<file path="config.mk">
export PLATFORM = sky130hd
export DESIGN_NAME = keypad_scan
export DESIGN_NICKNAME = d
export VERILOG_FILES = /design/src/rtl/keypad_pkg.sv /design/src/rtl/keypad_scan_tick.sv /design/src/rtl/keypad_scan.sv
export SDC_FILE = /design/constraint.sdc
export NUM_CORES = 1
export LEC_CHECK = 0
export ABC_CLOCK_PERIOD_IN_PS = 4240
export CORE_MARGIN = 4
export CORE_UTILIZATION = 50
export DETAILED_ROUTE_END_ITERATION = 10
export PLACE_DENSITY = 0.79
export SETUP_SLACK_MARGIN = 0.5
export SKIP_LAST_GASP = 1
export SLEW_MARGIN = 10
export SYNTH_ARGS = -nofsm -noshare
export SYNTH_HDL_FRONTEND = slang
export SYNTH_HIERARCHICAL = 1
export SYNTH_SLANG_ARGS = --single-unit
</file>
<file path="constraint.sdc">
create_clock -name clk -period 4.24 [get_ports clk]
set_input_delay 1.06 -clock clk [delete_from_list [all_inputs] [get_ports clk]]
set_output_delay 1.06 -clock clk [all_outputs]
set_load 0.005 [all_outputs]
</file>
<file path="src/rtl/keypad_pkg.sv">
// Shared definitions for the 4x4 keypad scanner: FSM encoding, widths,
// reset constants and small row-decoding helpers.
package keypad_pkg;

  localparam int KEY_W = 4;
  localparam logic [3:0] COL_RESET = 4'b1110;

  typedef enum logic [1:0] {
    SCAN  = 2'd0,
    PRESS = 2'd1,
    HOLD  = 2'd2
  } kp_state_e;

  // True when exactly one of the four active-low lines is low.
  function automatic logic single_low(input logic [3:0] lines);
    logic r;
    r = 1'b0;
    case (lines)
      4'b1110, 4'b1101, 4'b1011, 4'b0111: r = 1'b1;
      default:                            r = 1'b0;
    endcase
    return r;
  endfunction

  // Index of the low line; only meaningful when single_low() is true.
  function automatic logic [1:0] low_index(input logic [3:0] lines);
    logic [1:0] idx;
    idx = 2'd0;
    case (lines)
      4'b1101: idx = 2'd1;
      4'b1011: idx = 2'd2;
      4'b0111: idx = 2'd3;
      default: idx = 2'd0;
    endcase
    return idx;
  endfunction

endpackage

</file>
<file path="src/rtl/keypad_scan_tick.sv">
// Free-running prescaler: counts 0..SCAN_DIV-1 and raises tick_o for one
// clock at the terminal count. Shared with the display multiplexer.
module scan_tick #(
  parameter int SCAN_DIV = 50000
) (
  input  logic clk_i,
  input  logic rst_ni,
  output logic tick_o
);

  localparam int CW = $clog2(SCAN_DIV);
  localparam logic [CW-1:0] TERM = CW'(SCAN_DIV - 1);

  logic [CW-1:0] cnt_q;
  logic [CW-1:0] cnt_d;

  assign tick_o = (cnt_q == TERM);

  // Wrap to zero on the terminal count, otherwise advance.
  always_comb begin
    cnt_d = cnt_q + 1'b1;
    if (tick_o) cnt_d = '0;
  end

  // Prescaler register.
  always_ff @(posedge clk_i or negedge rst_ni) begin
    if (!rst_ni) cnt_q <= '0;
    else         cnt_q <= cnt_d;
  end

endmodule

</file>
<file path="src/rtl/keypad_scan.sv">
// 4x4 matrix keypad scanner. One column is driven low at a time; the
// synchronized rows are examined once per scan tick. A single low row is
// debounced for DEBOUNCE ticks before the key code is published with a
// one-clock key_valid strobe; a full debounced release re-arms scanning.
//
// key_valid is a pure strobe with no ready: the consumer must take key on
// the single cycle key_valid is high; key stays stable afterwards anyway.
module keypad_scan
  import keypad_pkg::*;
#(
  parameter int SCAN_DIV = 50000,
  parameter int DEBOUNCE = 10
) (
  input  logic             clk,
  input  logic             clr,
  input  logic [3:0]       row,
  output logic [3:0]       col,
  output logic [KEY_W-1:0] key,
  output logic             key_valid,
  output logic             key_held,
  output logic [1:0]       dbg_state
);

  localparam int DW = $clog2(DEBOUNCE + 1);
  localparam logic [DW-1:0] DB_LAST = DW'(DEBOUNCE - 1);

  logic             tick;
  logic [3:0]       row_meta_q;
  logic [3:0]       row_s_q;
  kp_state_e        state_q, state_d;
  logic [3:0]       col_q, col_d;
  logic [1:0]       row_idx_q, row_idx_d;
  logic [1:0]       col_idx_q, col_idx_d;
  logic [DW-1:0]    cnt_q, cnt_d;
  logic [KEY_W-1:0] key_q, key_d;
  logic             key_valid_q, key_valid_d;
  logic             sample_single;
  logic [1:0]       sample_row;

  scan_tick #(
    .SCAN_DIV(SCAN_DIV)
  ) u_tick (
    .clk_i (clk),
    .rst_ni(clr),
    .tick_o(tick)
  );

  // Two-flop synchronizer for the asynchronous row lines (idle high).
  always_ff @(posedge clk or negedge clr) begin
    if (!clr) begin
      row_meta_q <= 4'hF;
      row_s_q    <= 4'hF;
    end else begin
      row_meta_q <= row;
      row_s_q    <= row_meta_q;
    end
  end

  assign sample_single = single_low(row_s_q);
  assign sample_row    = low_index(row_s_q);

  // Next-state logic: scan / debounce press / debounce release.
  // One counter serves both the press and the release debounce.
  always_comb begin
    state_d     = state_q;
    col_d       = col_q;
    row_idx_d   = row_idx_q;
    col_idx_d   = col_idx_q;
    cnt_d       = cnt_q;
    key_d       = key_q;
    key_valid_d = 1'b0;
    case (state_q)
      SCAN: begin
        if (tick) begin
          if (sample_single) begin
            row_idx_d = sample_row;
            col_idx_d = low_index(col_q);
            cnt_d     = '0;
            state_d   = PRESS;
          end else begin
            col_d = {col_q[2:0], col_q[3]};
          end
        end
      end
      PRESS: begin
        if (tick) begin
          if (sample_single && (sample_row == row_idx_q)) begin
            if (cnt_q == DB_LAST) begin
              key_d       = {row_idx_q, col_idx_q};
              key_valid_d = 1'b1;
              cnt_d       = '0;
              state_d     = HOLD;
            end else begin
              cnt_d = cnt_q + 1'b1;
            end
          end else begin
            // Bounce or different row: resample this same column.
            state_d = SCAN;
          end
        end
      end
      HOLD: begin
        if (tick) begin
          if (row_s_q == 4'hF) begin
            if (cnt_q == DB_LAST) begin
              cnt_d   = '0;
              state_d = SCAN;
            end else begin
              cnt_d = cnt_q + 1'b1;
            end
          end else begin
            cnt_d = '0;
          end
        end
      end
      default: state_d = SCAN;
    endcase
  end

  // FSM and datapath registers.
  always_ff @(posedge clk or negedge clr) begin
    if (!clr) begin
      state_q     <= SCAN;
      col_q       <= COL_RESET;
      row_idx_q   <= 2'd0;
      col_idx_q   <= 2'd0;
      cnt_q       <= '0;
      key_q       <= '0;
      key_valid_q <= 1'b0;
    end else begin
      state_q     <= state_d;
      col_q       <= col_d;
      row_idx_q   <= row_idx_d;
      col_idx_q   <= col_idx_d;
      cnt_q       <= cnt_d;
      key_q       <= key_d;
      key_valid_q <= key_valid_d;
    end
  end

  assign col       = col_q;
  assign key       = key_q;
  assign key_valid = key_valid_q;
  assign key_held  = (state_q == HOLD);
  assign dbg_state = state_q;

endmodule

</file>
==> flow_metrics.env <==
export IMPL_status="completed"
export IMPL_worstPathArrival_ps=1600
export IMPL_clk_pin_slew_ps=90
export IMPL_maxCapViolCount=0
export IMPL_clk_latency_ps=300
export IMPL_num_io_pins=18
export IMPL_clkSinkCount=43
export IMPL_io_buffers=17
export IMPL_p_comb_share_pct=2.6
export IMPL_core_area_um2=4060
export IMPL_gp_congestion=0.864
export IMPL_syn_to_final_growth_pct=14.0
export IMPL_grt_start_max_net_pins=44
export IMPL_finalMaxSlewViolations=0
export IMPL_cts_resized=0
export IMPL_avgSynthCellArea_um2=11.2
export IMPL_vias=1486
export IMPL_yosys_register_bits=43
export IMPL_synth_edff_count=0
export IMPL_clockBufferDepth=2
export IMPL_drt_pass1_iterations=4
export IMPL_drt_iter0_markers=63
export IMPL_dieWidth_um=73.4
export IMPL_worst_pin_slew_ps=898
export IMPL_rsz0062_at_grt="no"
export IMPL_finalHoldViolations=0
export IMPL_synth_nets=201
export IMPL_clock_fmax_ghz=0.376
export IMPL_diodes=0
export IMPL_fin_area_um2=2440
export IMPL_yosysUniqueCellTypes=50
export IMPL_drive_gt1_share_pct=20.2
export IMPL_post_cts_buffers=0
export IMPL_die_area_um2=5380
export IMPL_antenna_found_initial=0
export IMPL_cts_root_buffer="clkbuf_8"
export IMPL_period_share_pct=62.7
export IMPL_power_switching_share_pct=22.2
export IMPL_cts_hold_buf=0
export IMPL_synthCells=190
export IMPL_relSlewSlack_pct=40.1
export IMPL_drcViolationCount=0
export IMPL_cts_tree="built"
export IMPL_nets=218
export IMPL_vias_per_cell=5.76
export IMPL_grt_usage_pct=15.3
export IMPL_fin_crit_ps=2660
export IMPL_cts_inserted_buffers=5
export IMPL_async_flop_share_pct=100
export IMPL_dp_hpwl_mm=2.48
export IMPL_p_leak_nw=1.09
export IMPL_vdd_drop_max_v=0.000229
export IMPL_startpoint_type="flop"
export IMPL_power_share_clock_pct=40.7
export IMPL_dieHeight_um=73.4
export IMPL_first_global_vias=1431
export IMPL_required_ps=3180
export IMPL_fill_cells=338
export IMPL_yosysSeqAreaShare_pct=51.0
export IMPL_wl_mm=3.64
export IMPL_yosysWarnings=6
export IMPL_finalSetupTns_ps=0
export IMPL_h_tree_depth=2
export IMPL_ant_nets=0
export IMPL_ys_flop_type="dfrtp_1"
export IMPL_grt_overflow=0
export IMPL_post_drt_wl_per_cell_um=14.1
export IMPL_fin_skew_ps=10.6
export IMPL_p_switching_mw=0.165
export IMPL_hold_path_class="flop to flop"
export IMPL_setup_viol=0
export IMPL_dpl_cell_area_um2=2330
export IMPL_powerDensity_nw_per_um2=306
export IMPL_grt_pass1_wl_mm=6.50
export IMPL_rows=23
export IMPL_start_util_pct=52.7
export IMPL_power_frac_seq_pct=56.7
export IMPL_intPower_mw=0.579
export IMPL_critical_path_class="flop to primary output"
export IMPL_post_synth_instance_area_um2=2140
export IMPL_critPathMaxFanout=4
export IMPL_end_kind="primary output"
final cells by class:
cell class	instances	area, um^2	area share, %
clock buffer	6	93.8	3.85
multi-input combinational	132	980	40.2
timing repair buffer	17	165	6.78
inverter	8	30.0	1.23
clock inverter	2	15.0	0.616
sequential	43	1090	44.7
tap	50	62.6	2.57
Yosys cell counts, drive strengths merged, types with 2 or more instances:
library cell | number | area [um^2]
a21oi | 11 | 55.1
and2 | 6 | 40.0
and3 | 5 | 32.5
and4 | 5 | 46.3
and4b | 2 | 21.3
and4bb | 2 | 25.0
buf | 4 | 26.3
clkbuf | 3 | 11.3
dfrtp | 32 | 801
dfstp | 11 | 289
ha | 5 | 62.6
inv | 8 | 30.0
mux2 | 10 | 113
mux2i | 2 | 20.0
nand2 | 8 | 30.0
nand2b | 2 | 12.5
nand3 | 7 | 35.0
nand3b | 2 | 15.0
nand4 | 4 | 25.0
nor2 | 11 | 41.3
nor3 | 3 | 15.0
nor4b | 2 | 17.5
nor4bb | 2 | 20.0
o21a | 2 | 15.0
o21ai | 6 | 30.0
o31ai | 4 | 30.0
xnor2 | 4 | 35.0
xor2 | 11 | 96.3
routing by layer:
| metal | wire, um | track usage [%] |
|---|---|---|
| met1 | 1720 | 21.1 |
| met2 | 1740 | 23.7 |
| met3 | 121 | 2.60 |
| met4 | 63 | 6.64 |
| met5 | 0 | 0 |
metrics by stage:
| stage | instances | setup WS [ps] | utilization (%) | hold slack [ps] | total power, mW |
|---|---|---|---|---|---|
| 6_report | 258 | 1580 | 60.0 | 360 | 0.744 |
| 4_1_cts | 258 | 1560 | 60.0 | 360 | 0.755 |
| 5_1_grt | 258 | 1500 | 60.0 | 368 | 0.771 |
| 3_5_place_dp | 250 | 1810 | 57.4 | 347 | 0.450 |
| 2_1_floorplan | 190 | 2010 | - | 345 | 0.436 |
| 3_3_place_gp | 250 | 1880 | 57.4 | 346 | 0.449 |
placed cells by master, fill, tap and decap left out, types with 3 or more instances in the layout:
master           Yosys  final
inv_1                8      8
o31ai_1              4      4
xor2_1              11     11
xnor2_1              4      4
clkdlybuf4s50_1      0     16
o21ai_0              6      6
nand4_1              4      4
dfrtp_1             32     32
nor2_1              11     11
dfstp_2             11     11
a21oi_1             11     11
nand3_1              7      7
and3_1               4      4
nor3_1               3      3
nand2_1              8      8
and4_1               4      4
clkbuf_8             0      5
ha_1                 5      5
and2_1               5      5
mux2_2              10     10
worst max-delay path, stage by stage, from the launching register on:
cell	delay, ps
dfrtp_1	420
inv_1	110
ha_1	240
clkdlybuf4s50_1	530
sequential cells by signal, indices dropped and copies added, names as in the netlist:
signal,flops
cnt_q,4
col,4
col_idx_q,2
dbg_state,2
key,4
key_valid,1
row_idx_q,2
row_meta_q,4
row_s_q,4
u_tick/cnt_q,16
worst paths after layout:
check / slack, ps / to / cells past startpoint / startpoint
worst min register to register: 360 / row_s_q[3] / 0 / row_meta_q[3]
worst max-delay path: 1580 / key_held / 3 / dbg_state[0]
max in group asynchronous: 2790 / key_valid / 1 / clr
min in group asynchronous: 870 / cnt_q[1] / 1 / clr
worst max register to register: 1750 / cnt_q[3] / 7 / u_tick/cnt_q[0]
worst min-delay path: 360 / row_s_q[3] / 0 / row_meta_q[3]
power groups by stage:
stage	clock network [mW]	logic, mW	registers (mW)
2_1_floorplan	0	0.00950	0.427
3_3_place_gp	0	0.0201	0.429
3_5_place_dp	0	0.0204	0.430
4_1_cts	0.313	0.0205	0.422
5_1_grt	0.326	0.0224	0.423
6_report	0.303	0.0195	0.422
kinds of logic after synthesis:
kind of cell | after synthesis | share of synthesized area [%]
AND/OR/NAND/NOR | 67 | 20.1
AO/OA/AOI/OAI | 33 | 10.4
buffers and inverters | 15 | 3.16
XOR/XNOR | 15 | 6.15
multiplexers | 12 | 6.21
adder cells (fa/ha/maj) | 5 | 2.93
flip-flops | 43 | 51.0
Power figures use the tool's default switching activity.
